File: src/rtl/mem_access_pkg.sv
// Shared definitions for the MEM stage: widths, opcode encodings, stall levels.
// Latency: n/a (declarations and pure helper functions only).
// Backpressure: n/a.
package mem_access_pkg;

  localparam int RegLen     = 32;
  localparam int RegAddrLen = 5;
  localparam int OpTypeLen  = 3;
  localparam int OpLen      = 6;

  localparam logic [RegLen-1:0] ZeroWord = '0;
  localparam logic Enable  = 1'b1;
  localparam logic Disable = 1'b0;

  // Stall levels understood by pipeline control
  localparam logic [1:0] StallNone = 2'd0;
  localparam logic [1:0] StallIf   = 2'd1;
  localparam logic [1:0] StallAll  = 2'd2;

  // Operation classes
  localparam logic [OpTypeLen-1:0] OPT_NOP    = 3'd0;
  localparam logic [OpTypeLen-1:0] OPT_ALU    = 3'd1;
  localparam logic [OpTypeLen-1:0] OPT_LUI    = 3'd2;
  localparam logic [OpTypeLen-1:0] OPT_JUMP   = 3'd3;
  localparam logic [OpTypeLen-1:0] OPT_BRANCH = 3'd4;
  localparam logic [OpTypeLen-1:0] OPT_LOAD   = 3'd5;
  localparam logic [OpTypeLen-1:0] OPT_STORE  = 3'd6;

  // Operation names
  localparam logic [OpLen-1:0] OP_NOP = 6'h00;
  localparam logic [OpLen-1:0] OP_ADD = 6'h01;
  localparam logic [OpLen-1:0] OP_SUB = 6'h02;
  localparam logic [OpLen-1:0] OP_LB  = 6'h10;
  localparam logic [OpLen-1:0] OP_LH  = 6'h11;
  localparam logic [OpLen-1:0] OP_LW  = 6'h12;
  localparam logic [OpLen-1:0] OP_LBU = 6'h13;
  localparam logic [OpLen-1:0] OP_LHU = 6'h14;
  localparam logic [OpLen-1:0] OP_SB  = 6'h18;
  localparam logic [OpLen-1:0] OP_SH  = 6'h19;
  localparam logic [OpLen-1:0] OP_SW  = 6'h1A;

  function automatic logic is_load(input logic [OpLen-1:0] op);
    return (op == OP_LB) || (op == OP_LH) || (op == OP_LW) ||
           (op == OP_LBU) || (op == OP_LHU);
  endfunction

  function automatic logic is_store(input logic [OpLen-1:0] op);
    return (op == OP_SB) || (op == OP_SH) || (op == OP_SW);
  endfunction

  function automatic logic is_mem(input logic [OpLen-1:0] op);
    return is_load(op) || is_store(op);
  endfunction

  // Bytes moved by a memory op; 0 for anything else
  function automatic logic [2:0] op_nbytes(input logic [OpLen-1:0] op);
    logic [2:0] n;
    case (op)
      OP_LB, OP_LBU, OP_SB: n = 3'd1;
      OP_LH, OP_LHU, OP_SH: n = 3'd2;
      OP_LW, OP_SW:         n = 3'd4;
      default:              n = 3'd0;
    endcase
    return n;
  endfunction

  // Classes that never produce a register result
  function automatic logic writes_rd(input logic [OpTypeLen-1:0] t);
    return (t != OPT_NOP) && (t != OPT_BRANCH) && (t != OPT_STORE);
  endfunction

endpackage

File: src/rtl/mem_load_ext.sv
// Extends the assembled little-endian load buffer to a full register word.
// Latency: combinational.
// Backpressure: none.
module mem_load_ext
  import mem_access_pkg::*;
#(
  parameter int XLEN = RegLen
) (
  input  logic [XLEN-1:0]  ld_buf,
  input  logic [OpLen-1:0] opname,
  output logic [XLEN-1:0]  ext
);

  // Sign/zero extension selected by load width and signedness
  always_comb begin
    ext = ld_buf;
    case (opname)
      OP_LB:  ext = {{(XLEN-8){ld_buf[7]}}, ld_buf[7:0]};
      OP_LH:  ext = {{(XLEN-16){ld_buf[15]}}, ld_buf[15:0]};
      OP_LBU: ext = {{(XLEN-8){1'b0}}, ld_buf[7:0]};
      OP_LHU: ext = {{(XLEN-16){1'b0}}, ld_buf[15:0]};
      default: ext = ld_buf;
    endcase
  end

endmodule

File: src/rtl/mem_access.sv
// MEM stage: ALU results pass through, loads/stores run byte-serial RAM transactions.
// Latency: ALU 0 cycles; loads nbytes+2, stores nbytes+1 cycles with full grant.
// Backpressure: stall_req freezes the pipeline; mem_gnt=0 pauses issue; rdy=0 freezes all.
module mem_access
  import mem_access_pkg::*;
#(
  parameter int XLEN    = RegLen,
  parameter int RADDR_W = RegAddrLen
) (
  input  logic                 clk,
  input  logic                 rst,
  input  logic                 rdy,
  input  logic [OpTypeLen-1:0] optype,
  input  logic [OpLen-1:0]     opname,
  input  logic [RADDR_W-1:0]   ex_rd_addr,
  input  logic [XLEN-1:0]      ex_rd_data,
  input  logic [XLEN-1:0]      ex_s_data,
  input  logic                 mem_gnt,
  input  logic [7:0]           mem_din,
  output logic                 mem_req,
  output logic                 mem_we,
  output logic [XLEN-1:0]      mem_addr,
  output logic [7:0]           mem_dout,
  output logic                 stall_req,
  output logic [RADDR_W-1:0]   wb_rd_addr,
  output logic [XLEN-1:0]      wb_rd_data,
  output logic                 wb_we
);

  typedef enum logic [1:0] {
    S_IDLE = 2'd0,
    S_BUSY = 2'd1,
    S_DONE = 2'd2
  } state_t;

  state_t             state;
  logic [XLEN-1:0]    addr_q;
  logic [XLEN-1:0]    sdata_q;
  logic [XLEN-1:0]    ld_buf;
  logic [RADDR_W-1:0] rd_q;
  logic [OpLen-1:0]   op_q;
  logic [2:0]         nbytes_q;
  logic [2:0]         issue_cnt;
  logic [2:0]         recv_cnt;
  logic               store_q;
  logic               pend_q;     // a read was issued last active cycle; its byte is on mem_din

  logic               mem_op;
  logic               issue;
  logic               capture;
  logic               done_nxt;
  logic [XLEN-1:0]    ld_ext;

  // Values the outputs take while running; copied into the hold registers each active cycle
  logic               l_we, l_stall, l_wbwe;
  logic [XLEN-1:0]    l_addr, l_data;
  logic [7:0]         l_dout;
  logic [RADDR_W-1:0] l_rd;
  logic               h_we, h_stall, h_wbwe;
  logic [XLEN-1:0]    h_addr, h_data;
  logic [7:0]         h_dout;
  logic [RADDR_W-1:0] h_rd;

  assign mem_op = is_mem(opname);

  // Per-cycle handshake decisions for the byte engine
  always_comb begin
    issue    = rdy && (state == S_BUSY) && (issue_cnt < nbytes_q) && mem_gnt;
    capture  = rdy && (state == S_BUSY) && pend_q;
    done_nxt = store_q ? (issue && ((issue_cnt + 3'd1) == nbytes_q))
                       : (capture && ((recv_cnt + 3'd1) == nbytes_q));
  end

  mem_load_ext #(.XLEN(XLEN)) u_ext (
    .ld_buf (ld_buf),
    .opname (op_q),
    .ext    (ld_ext)
  );

  // Transaction FSM: latch on accept, issue/capture bytes, one DONE cycle for write-back.
  // Reads are pipelined one deep; the RAM keeps its last read byte while no new read is
  // issued, so a byte pending across a rdy=0 freeze is still valid when capture resumes.
  always_ff @(posedge clk or negedge rst) begin
    if (!rst) begin
      state     <= S_IDLE;
      addr_q    <= '0;
      sdata_q   <= '0;
      ld_buf    <= '0;
      rd_q      <= '0;
      op_q      <= '0;
      nbytes_q  <= '0;
      issue_cnt <= '0;
      recv_cnt  <= '0;
      store_q   <= 1'b0;
      pend_q    <= 1'b0;
    end else if (rdy) begin
      case (state)
        S_IDLE: begin
          if (mem_op) begin
            addr_q    <= ex_rd_data;
            sdata_q   <= ex_s_data;
            rd_q      <= ex_rd_addr;
            op_q      <= opname;
            nbytes_q  <= op_nbytes(opname);
            store_q   <= is_store(opname);
            issue_cnt <= '0;
            recv_cnt  <= '0;
            pend_q    <= 1'b0;
            ld_buf    <= '0;
            state     <= S_BUSY;
          end
        end
        S_BUSY: begin
          if (issue) issue_cnt <= issue_cnt + 3'd1;
          pend_q <= issue && !store_q;
          if (capture) begin
            ld_buf[{recv_cnt[1:0], 3'b000} +: 8] <= mem_din;
            recv_cnt <= recv_cnt + 3'd1;
          end
          if (done_nxt) state <= S_DONE;
        end
        S_DONE:  state <= S_IDLE;
        default: state <= S_IDLE;
      endcase
    end
  end

  // Running output values by state
  always_comb begin
    l_we    = 1'b0;
    l_addr  = '0;
    l_dout  = '0;
    l_stall = 1'b0;
    l_rd    = '0;
    l_data  = '0;
    l_wbwe  = 1'b0;
    case (state)
      S_IDLE: begin
        if (mem_op) begin
          l_stall = 1'b1;
        end else begin
          l_rd   = ex_rd_addr;
          l_data = ex_rd_data;
          l_wbwe = (ex_rd_addr != '0) && writes_rd(optype);
        end
      end
      S_BUSY: begin
        l_stall = 1'b1;
        l_we    = store_q;
        l_addr  = addr_q + XLEN'(issue_cnt);
        l_dout  = sdata_q[{issue_cnt[1:0], 3'b000} +: 8];
      end
      S_DONE: begin
        l_rd   = rd_q;
        l_data = store_q ? '0 : ld_ext;
        l_wbwe = !store_q && (rd_q != '0);
      end
      default: ;
    endcase
  end

  // Last active-cycle outputs, replayed while rdy is low
  always_ff @(posedge clk or negedge rst) begin
    if (!rst) begin
      h_we    <= 1'b0;
      h_addr  <= '0;
      h_dout  <= '0;
      h_stall <= 1'b0;
      h_rd    <= '0;
      h_data  <= '0;
      h_wbwe  <= 1'b0;
    end else if (rdy) begin
      h_we    <= l_we;
      h_addr  <= l_addr;
      h_dout  <= l_dout;
      h_stall <= l_stall;
      h_rd    <= l_rd;
      h_data  <= l_data;
      h_wbwe  <= l_wbwe;
    end
  end

  // Output select: forced zero in reset, frozen when rdy is low, live otherwise
  always_comb begin
    if (!rst) begin
      mem_req    = 1'b0;
      mem_we     = 1'b0;
      mem_addr   = '0;
      mem_dout   = '0;
      stall_req  = 1'b0;
      wb_rd_addr = '0;
      wb_rd_data = '0;
      wb_we      = 1'b0;
    end else if (!rdy) begin
      mem_req    = 1'b0;
      mem_we     = h_we;
      mem_addr   = h_addr;
      mem_dout   = h_dout;
      stall_req  = h_stall;
      wb_rd_addr = h_rd;
      wb_rd_data = h_data;
      wb_we      = h_wbwe;
    end else begin
      mem_req    = issue;
      mem_we     = l_we;
      mem_addr   = l_addr;
      mem_dout   = l_dout;
      stall_req  = l_stall;
      wb_rd_addr = l_rd;
      wb_rd_data = l_data;
      wb_we      = l_wbwe;
    end
  end

endmodule
File: config.mk
export PLATFORM = sky130hd
export DESIGN_NAME = mem_access
export DESIGN_NICKNAME = d
export VERILOG_FILES = /design/src/rtl/mem_access_pkg.sv /design/src/rtl/mem_load_ext.sv /design/src/rtl/mem_access.sv
export SDC_FILE = /design/constraint.sdc
export NUM_CORES = 1
export LEC_CHECK = 0
export BUFFER_PORTS_ARGS = -buffer_cell sky130_fd_sc_hd__buf_2
export CELL_PAD_IN_SITES_DETAIL_PLACEMENT = 2
export CELL_PAD_IN_SITES_GLOBAL_PLACEMENT = 2
export CORE_MARGIN = 2
export CORE_UTILIZATION = 39
export CTS_BUF_LIST = sky130_fd_sc_hd__clkbuf_8
export CTS_CLUSTER_SIZE = 10
export DETAILED_ROUTE_END_ITERATION = 10
export PLACE_DENSITY_LB_ADDON = 0.1
export SLEW_MARGIN = 20
export SYNTH_ARGS = -nofsm -noshare
export SYNTH_HDL_FRONTEND = slang
export SYNTH_SLANG_ARGS = --single-unit
File: constraint.sdc
create_clock -name clk -period 3.3 [get_ports clk]
set_input_delay 0.66 -clock clk [delete_from_list [all_inputs] [get_ports clk]]
set_output_delay 0.66 -clock clk [all_outputs]
set_load 0.05 [all_outputs]
==> run summary, run 1 <==
Worst setup EP type -> primary output
Inst Count DP -> 1398
compound-cell area share of the yosys netlist -> 0.201
met2 Use GR -> 0.439
Die H -> 168 um
leading area contributor after synthesis -> dfrtp_1
XOR/XNOR share of the synthesized area -> 0.0275
clock buffer depth -> 2
number of I/O port buffers -> 170
Total Wirelength -> 36.7 mm
Final Wtd Congestion -> 0.804
Worst slew margin -> 0.507
total power -> 7.64 mW
Setup crit end -> mem_addr[30]
# diodes -> 0
commonest cells in the netlist -> dfrtp_1 (200), a221o_1 (64), a22o_1 (61)
Antenna Nets Post-Route -> 0
fin area -> 0.0129 mm^2
area occupied by multi-input gates -> 0.00544 mm^2
failing checks -> setup timing
Synth Instances -> 903
Worst-Margin Slew -> 0.739 ns
Synth area leaders -> dfrtp_1 (48%), a221o_1 (6.1%), mux2_4 (5.3%), a22o_1 (5.1%), mux2_2 (3.7%)
Syn. warnings -> 0
Synth Area per Inst -> 11.6 um^2
fmax -> 0.300 GHz
CTS tree -> done
post-synth top area share -> 0.476
vias in the first global route -> 9209
initial antenna violation count -> 0
max-cap violation count -> 0
Worst-Skew Late Latency -> 0.48 ns
largest family of logic cells by synthesized area -> compound AO/OA/AOI/OAI gates
layout cells sized above 1 -> 0.360
Worst Skew -> 0.0203 ns
Synth cell types -> 64
sequential area share after synthesis -> 0.476
Async S/R FF share, synth -> 1.00
first-pass GRT wire length -> 56.4 mm
DR vias -> 8591
hold-fix buffers at CTS -> 0
CP Launch Type -> register
Post-Synth Adder-Cell Area -> 0.0209
die span in x -> 168 um
Cell Area, Synth -> 0.0105 mm^2
Final Worst Setup Slack -> -0.0352 ns
Final Max Slew Viols -> 0
r2r worst-path depth -> 7
number of flops mapped to enable cells by yosys -> 0
register area -> 0.00501 mm^2
via density per instance -> 5.95
top_reg_cell synth -> dfrtp_1
# DRC -> 0
reg-to-reg critical path endpoint -> ld_buf[23]$_DFFE_PN0P_
fin nets -> 1198
placed cell area -> 0.0119 mm^2
Clock Sinks -> 200
1st-iter DRT viols -> 517
Final min period -> 3.34 ns
largest net degree at the start of global routing -> 134
Finished Layout Cells -> 1445
CTS H-Tree Depth -> 4
Leak Pwr -> 6.56 nW
GR Layer Usage met1 -> 0.351
final hold vios -> 0
DRT Pass-1 Iters -> 5
Setup TNS Final -> -0.0503 ns
grt peak-use layer -> met2
CTS clk-pin slew, worst paths -> 0.11 ns
clock root buffer -> clkbuf_8
Core Box Area -> 0.0267 mm^2
WL/cell -> 25.4 um
TritonCTS Buffers -> 17
row count -> 60
Area Overhead vs Synth -> 23.1%
Worst Setup SP -> issue_cnt[0]$_DFFE_PN0P_
pwr dens -> 590 mW/mm^2
count leader, synth -> dfrtp_1
Total Die Area -> 0.0283 mm^2
fin crit share -> 1.01
# IOs -> 171
mux contribution to synthesized area -> 0.109
gr ovfl total -> 0
Max VDD drop -> 0.286 mV
simple-gate area share of the yosys netlist -> 0.134
Worst EP required -> 2.64 ns
syn nets -> 1010
Finish-stage setup viols -> 2
initial core utilization -> 0.393
final core utilization -> 0.484
RSZ-0062 raised after global routing -> true
outcome -> complete, but fails checks
Fillers -> 2699
placed wire-length estimate -> 26.3 mm
HP Class -> primary input to async pin
met3 usage -> 0.0416
data arrival time of the worst path -> 2.68 ns
r2r startpoint -> state[0]$_DFFE_PN0P_
Reg2Reg Setup Slack -> 0.81 ns
CP Max Fanout -> 2
Yosys reg bits -> 200
kind of critical path -> register to primary output
Global Route Usage Sum -> 0.260
-- metrics by stage --
step | worst slack, ns | hold slack, ns
final | -0.0352 | 0.310
after global routing | -0.129 | 0.354
after CTS | -0.0808 | 0.328
after detailed placement | -0.0433 | 0.477
after global placement | 0.0887 | 0.462
after floorplan | 0.0980 | 0.364
-- registers in the layout (all words and copies together) (netlist names) --
register,count
issue_cnt,3
h_stall,1
op_q,6
rd_q,5
addr_q,32
state,2
h_addr,32
h_we,1
nbytes_q,3
sdata_q,32
h_rd,5
ld_buf,32
h_dout,8
store_q,1
pend_q,1
h_data,32
h_wbwe,1
recv_cnt,3
-- where the power goes --
part | total [mW] | switching (mW) | internal (mW)
combinational | 2.56 | 1.41 | 1.15
clock | 1.66 | 1.02 | 0.644
sequential | 3.42 | 0.470 | 2.95
-- critical path, stage by stage (launching register included) --
cell and delay, ns:
dfrtp_1 0.42, ha_4 0.16, fa_2 0.24, a21oi_4 0.09, nor3_4 0.24, nand4_1 0.20, or4_4 0.49, a31oi_4 0.19
buf_6 0.19
-- cell type report --
| class | instances | area share |
|---|---|---|
| Sequential cell | 200 | 0.387 |
| Multi-Input combinational cell | 626 | 0.420 |
| Clock inverter | 15 | 0.0134 |
| Clock buffer | 17 | 0.0181 |
| Inverter | 15 | 0.00435 |
| Timing Repair Buffer | 231 | 0.124 |
| Tap cell | 341 | 0.0330 |
-- timing repair --
action,in CTS,in global routing
cloned,1,0
setup buffers,6,8
gates resized for setup,43,92
pin swaps,8,15
endpoints found under the setup margin,43,65
-- cell families after synthesis --
kind of cell / count (synthesis)
buffers and inverters: 77
flip-flops: 200
AND/OR/NAND/NOR: 238
AO/OA/AOI/OAI: 256
multiplexers: 82
XOR/XNOR: 33
adder cells (fa/ha/maj): 17
-- routing by layer --
| metal | up-vias | share of wire |
|---|---|---|
| met4 | 0 | 0.019 |
| met1 | 4550 | 0.44 |
| met5 | - | 0 |
| met3 | 38 | 0.040 |
| li1 | 3791 | - |
| met2 | 212 | 0.50 |
-- worst min path at each step --
stage	startpoint	to	slack, ns
final	rst	h_addr[29]$_DFF_PN0_	0.31
after global routing	rst	h_addr[29]$_DFF_PN0_	0.35
after detailed placement	h_addr[11]$_DFF_PN0_	h_addr[11]$_DFF_PN0_	0.48
after CTS	rst	rd_q[2]$_DFFE_PN0P_	0.33
after floorplan	rst	addr_q[0]$_DFFE_PN0P_	0.36
after global placement	h_stall$_DFF_PN0_	h_stall$_DFF_PN0_	0.46
-- cells in the final DEF (no fill, tap or decap), types with 8 or more instances in the layout --
cell       instances
o21ai_1           22
inv_1             13
a221o_1           64
clkbuf_4          15
a22oi_1            9
a22o_1            61
buf_4             58
buf_2            125
o21ai_0            8
nor2_1            11
a21oi_1            9
xor2_1            17
buf_6             24
dfrtp_1          198
mux2_4            37
ha_1              13
o2bb2ai_1         30
a21o_1            27
and3_1            35
clkbuf_8          17
nand2_1           47
mux4_2             8
mux2_2            35
xor2_2             9
and2_1            54
nand3_1           19
nand4_1           12
No activity file was read; power rests on OpenSTA's default activity.
==> inputs of run 2 (changes only) <==
--- a/config.mk
+++ b/config.mk
@@ -9,7 +9,7 @@
 export CELL_PAD_IN_SITES_DETAIL_PLACEMENT = 2
 export CELL_PAD_IN_SITES_GLOBAL_PLACEMENT = 2
 export CORE_MARGIN = 2
-export CORE_UTILIZATION = 39
+export CORE_UTILIZATION = 38
 export CTS_BUF_LIST = sky130_fd_sc_hd__clkbuf_8
 export CTS_CLUSTER_SIZE = 10
 export DETAILED_ROUTE_END_ITERATION = 10
@@ -17,4 +17,5 @@
 export SLEW_MARGIN = 20
 export SYNTH_ARGS = -nofsm -noshare
 export SYNTH_HDL_FRONTEND = slang
+export SYNTH_HIERARCHICAL = 1
 export SYNTH_SLANG_ARGS = --single-unit
==> run 2 against run 1 <==
  * The run now ends clean
  * Combinational power grew 80%
  * Utilization grew 1.0 points
  * Register-to-register slack gained 0.24 ns
  * Clock skew grew 0.00061 ns
  * Critical path type unchanged
==> run summary, run 2 <==
outcome -> complete, no violations
CP Max Fanout -> 8 (+6)
via density per instance -> 5.87 (-1.3%)
layout cells sized above 1 -> 0.409 (+0.0493)
Global Route Usage Sum -> 0.268 (+0.00758)
Synth Area per Inst -> 11.0 um^2 (-5.9%)
Leak Pwr -> 6.24 nW (-5.0%)
placed wire-length estimate -> 25.3 mm (-4.0%)
clock buffer depth -> 2 (unchanged)
top_reg_cell synth -> dfrtp_1
largest net degree at the start of global routing -> 88 (-34%)
Synth cell types -> 61 (-4.7%)
r2r worst-path depth -> 6 (-1)
Antenna Nets Post-Route -> 0 (unchanged)
initial core utilization -> 0.385 (-0.00834)
pwr dens -> 785 mW/mm^2 (+33%)
CTS clk-pin slew, worst paths -> 0.13 ns (+0.02 ns)
final hold vios -> 0 (unchanged)
syn nets -> 1049 (+3.9%)
Final Wtd Congestion -> 0.794 (-1.2%)
fin crit share -> 0.990 (-0.0202)
data arrival time of the worst path -> 2.61 ns (-0.07 ns)
commonest cells in the netlist -> dfrtp_1 (200), nand2_1 (126), mux2_2 (74)
RSZ-0062 raised after global routing -> true
Synth Instances -> 942 (+4.3%)
Worst slew margin -> 0.422 (-0.0851)
number of I/O port buffers -> 170 (unchanged)
CP Launch Type -> register
Worst EP required -> 2.64 ns (about the same)
r2r startpoint -> state[1]$_DFFE_PN0P_
sequential area share after synthesis -> 0.485 (+0.00895)
Cell Area, Synth -> 0.0103 mm^2 (-1.8%)
vias in the first global route -> 9458 (+2.7%)
Reg2Reg Setup Slack -> 1.05 ns (+0.24 ns)
HP Class -> primary input to async pin
Yosys reg bits -> 200 (unchanged)
clock root buffer -> clkbuf_8
DRT Pass-1 Iters -> 5 (unchanged)
first-pass GRT wire length -> 57.8 mm (+2.5%)
Worst setup EP type -> primary output
gr ovfl total -> 0 (unchanged)
# IOs -> 171 (unchanged)
die span in x -> 169 um (+0.36%)
post-synth top area share -> 0.485 (+0.00895)
Clock Sinks -> 200 (unchanged)
Total Wirelength -> 38.0 mm (+3.3%)
row count -> 60 (unchanged)
commonest cells after routing, fill and taps aside -> dfrtp_1 (196), buf_2 (111), nand2_1 (87)
Finished Layout Cells -> 1493 (+3.3%)
Syn. warnings -> 6 (+6)
Final Max Slew Viols -> 0 (unchanged)
CTS tree -> done
# diodes -> 0 (unchanged)
count leader, synth -> dfrtp_1
Synth area leaders -> dfrtp_1 (49%), mux2_2 (8.1%), nand2_1 (4.6%), a22o_1 (4.2%), a221o_1 (3.6%)
Area Overhead vs Synth -> 28.3%
CTS H-Tree Depth -> 4 (unchanged)
1st-iter DRT viols -> 449 (-13%)
Setup WS pre-CTS -> -0.0878 ns (-0.0446 ns)
initial antenna violation count -> 1 (+1)
kind of critical path -> register to primary output
number of flops mapped to enable cells by yosys -> 0 (unchanged)
reg-to-reg critical path endpoint -> addr_q[21]$_DFFE_PN0P_
Max VDD drop -> 0.296 mV (+3.4%)
Core Box Area -> 0.0268 mm^2 (+0.28%)
WL/cell -> 25.4 um (about the same)
Worst-Skew Late Latency -> 0.47 ns (about the same)
leading area contributor after synthesis -> dfrtp_1
Worst Skew -> 0.0209 ns (+0.000611 ns)
Worst-Margin Slew -> 0.865 ns (+0.126 ns)
Die H -> 169 um (+0.36%)
fmax -> 0.306 GHz (+2.0%)
max-cap violation count -> 0 (unchanged)
Final Worst Setup Slack -> 0.0315 ns (+0.0667 ns)
# DRC -> 0 (unchanged)
Total Die Area -> 0.0285 mm^2 (+0.72%)
Inst Count DP -> 1442 (+3.1%)
DR vias -> 8760 (+2.0%)
hold-fix buffers at CTS -> 0 (unchanged)
Finish-stage setup viols -> 0 (-2)
Final min period -> 3.27 ns (-0.0667 ns)
fin nets -> 1246 (+4.0%)
TritonCTS Buffers -> 17 (unchanged)
most common cell after layout, fill and taps aside -> dfrtp_1
Async S/R FF share, synth -> 1.00 (unchanged)
==> run 2: cell count changes in the layout (fill, tap and decap cells not counted), moves of 27 or more <==
cell,delta
and2_1,-30
nand2_2,+37
nand2_1,+40
mux2_2,+39
a221o_1,-27
mux2_4,-37
==> run 2: per-stage QoR <==
step	setup TNS, ns	power [mW]	cell area, um^2	hold WS [ns]	util
CTS	-0.00245	10.1	12800	0.237	0.476
detailed placement	-1.28	8.19	11900	0.474	0.445
global route	-1.00	11.0	13200	0.252	0.494
global placement	-0.141	7.97	11900	0.463	0.445
finish	0	10.4	13200	0.265	0.494
floorplan	-0.0740	6.74	10400	0.364	-
==> run 2: logic make-up (layout without fill, tap and decap cells) <==
group / after synthesis / in the layout / share of synthesized area
muxes: 83 / 83 / 0.0992
AOI/OAI and AO/OA: 235 / 235 / 0.183
buffers and inverters: 86 / 295 / 0.0372
and+or+nand+nor: 286 / 287 / 0.144
xor gates and xnor gates: 35 / 35 / 0.0297
DFF: 200 / 200 / 0.485
adders and majority gates: 17 / 17 / 0.0213
==> run 2: worst max path at each step <==
stage	endpoint	slack (ns)	from
6_report	wb_rd_data[18]	0.03	op_q[3]$_DFFE_PN0P_
5_1_grt	wb_rd_data[10]	-0.07	op_q[3]$_DFFE_PN0P_
4_1_cts	mem_addr[27]	-0.002	issue_cnt[2]$_DFFE_PN0P_
3_5_place_dp	wb_rd_data[30]	-0.09	opname[0]
3_3_place_gp	wb_rd_data[30]	-0.05	opname[0]
2_1_floorplan	wb_we	-0.07	opname[0]
==> run 2: timing repair <==
action / 4_1_cts / 5_1_grt
endpoints found under the setup margin: 62 / 65
resized for setup: 85 / 129
pin swaps: 13 / 30
gates cloned: 3 / 1
setup buffers: 9 / 6
==> run 2: report_power, final <==
group	leakage [nW]	switching, mW	internal [mW]
logic	3.43	2.63	1.96
clock network	0.216	1.09	0.607
registers	2.59	0.753	3.36
total	6.24	4.47	5.93
==> run 2: critical path: stages, from the launching register on <==
cell and delay, ns:
dfrtp_1 0.43, or4b_4 0.60, buf_8 0.17, nor3_4 0.25, buf_6 0.18, a21o_1 0.16
a22oi_1 0.11, nand2_2 0.08, buf_6 0.15
==> run 2: routing by layer <==
| layer | track usage | wire (um) | vias to the layer above |
|---|---|---|---|
| li1 | - | - | 3888 |
| met1 | 0.354 | 16500 | 4623 |
| met2 | 0.462 | 19200 | 209 |
| met3 | 0.0341 | 1330 | 38 |
| met4 | 0.0780 | 918 | 2 |
| met5 | 0 | 7 | - |
==> run 2: layout make-up <==
| cell class | instances | area, um^2 |
|---|---|---|
| Multi-Input combinational cell | 657 | 5370 |
| Clock inverter | 15 | 201 |
| Inverter | 16 | 60.1 |
| Clock buffer | 17 | 234 |
| Sequential cell | 200 | 5010 |
| Timing Repair Buffer | 247 | 1940 |
| Fill cell | 2719 | 13600 |
| Tap cell | 341 | 427 |
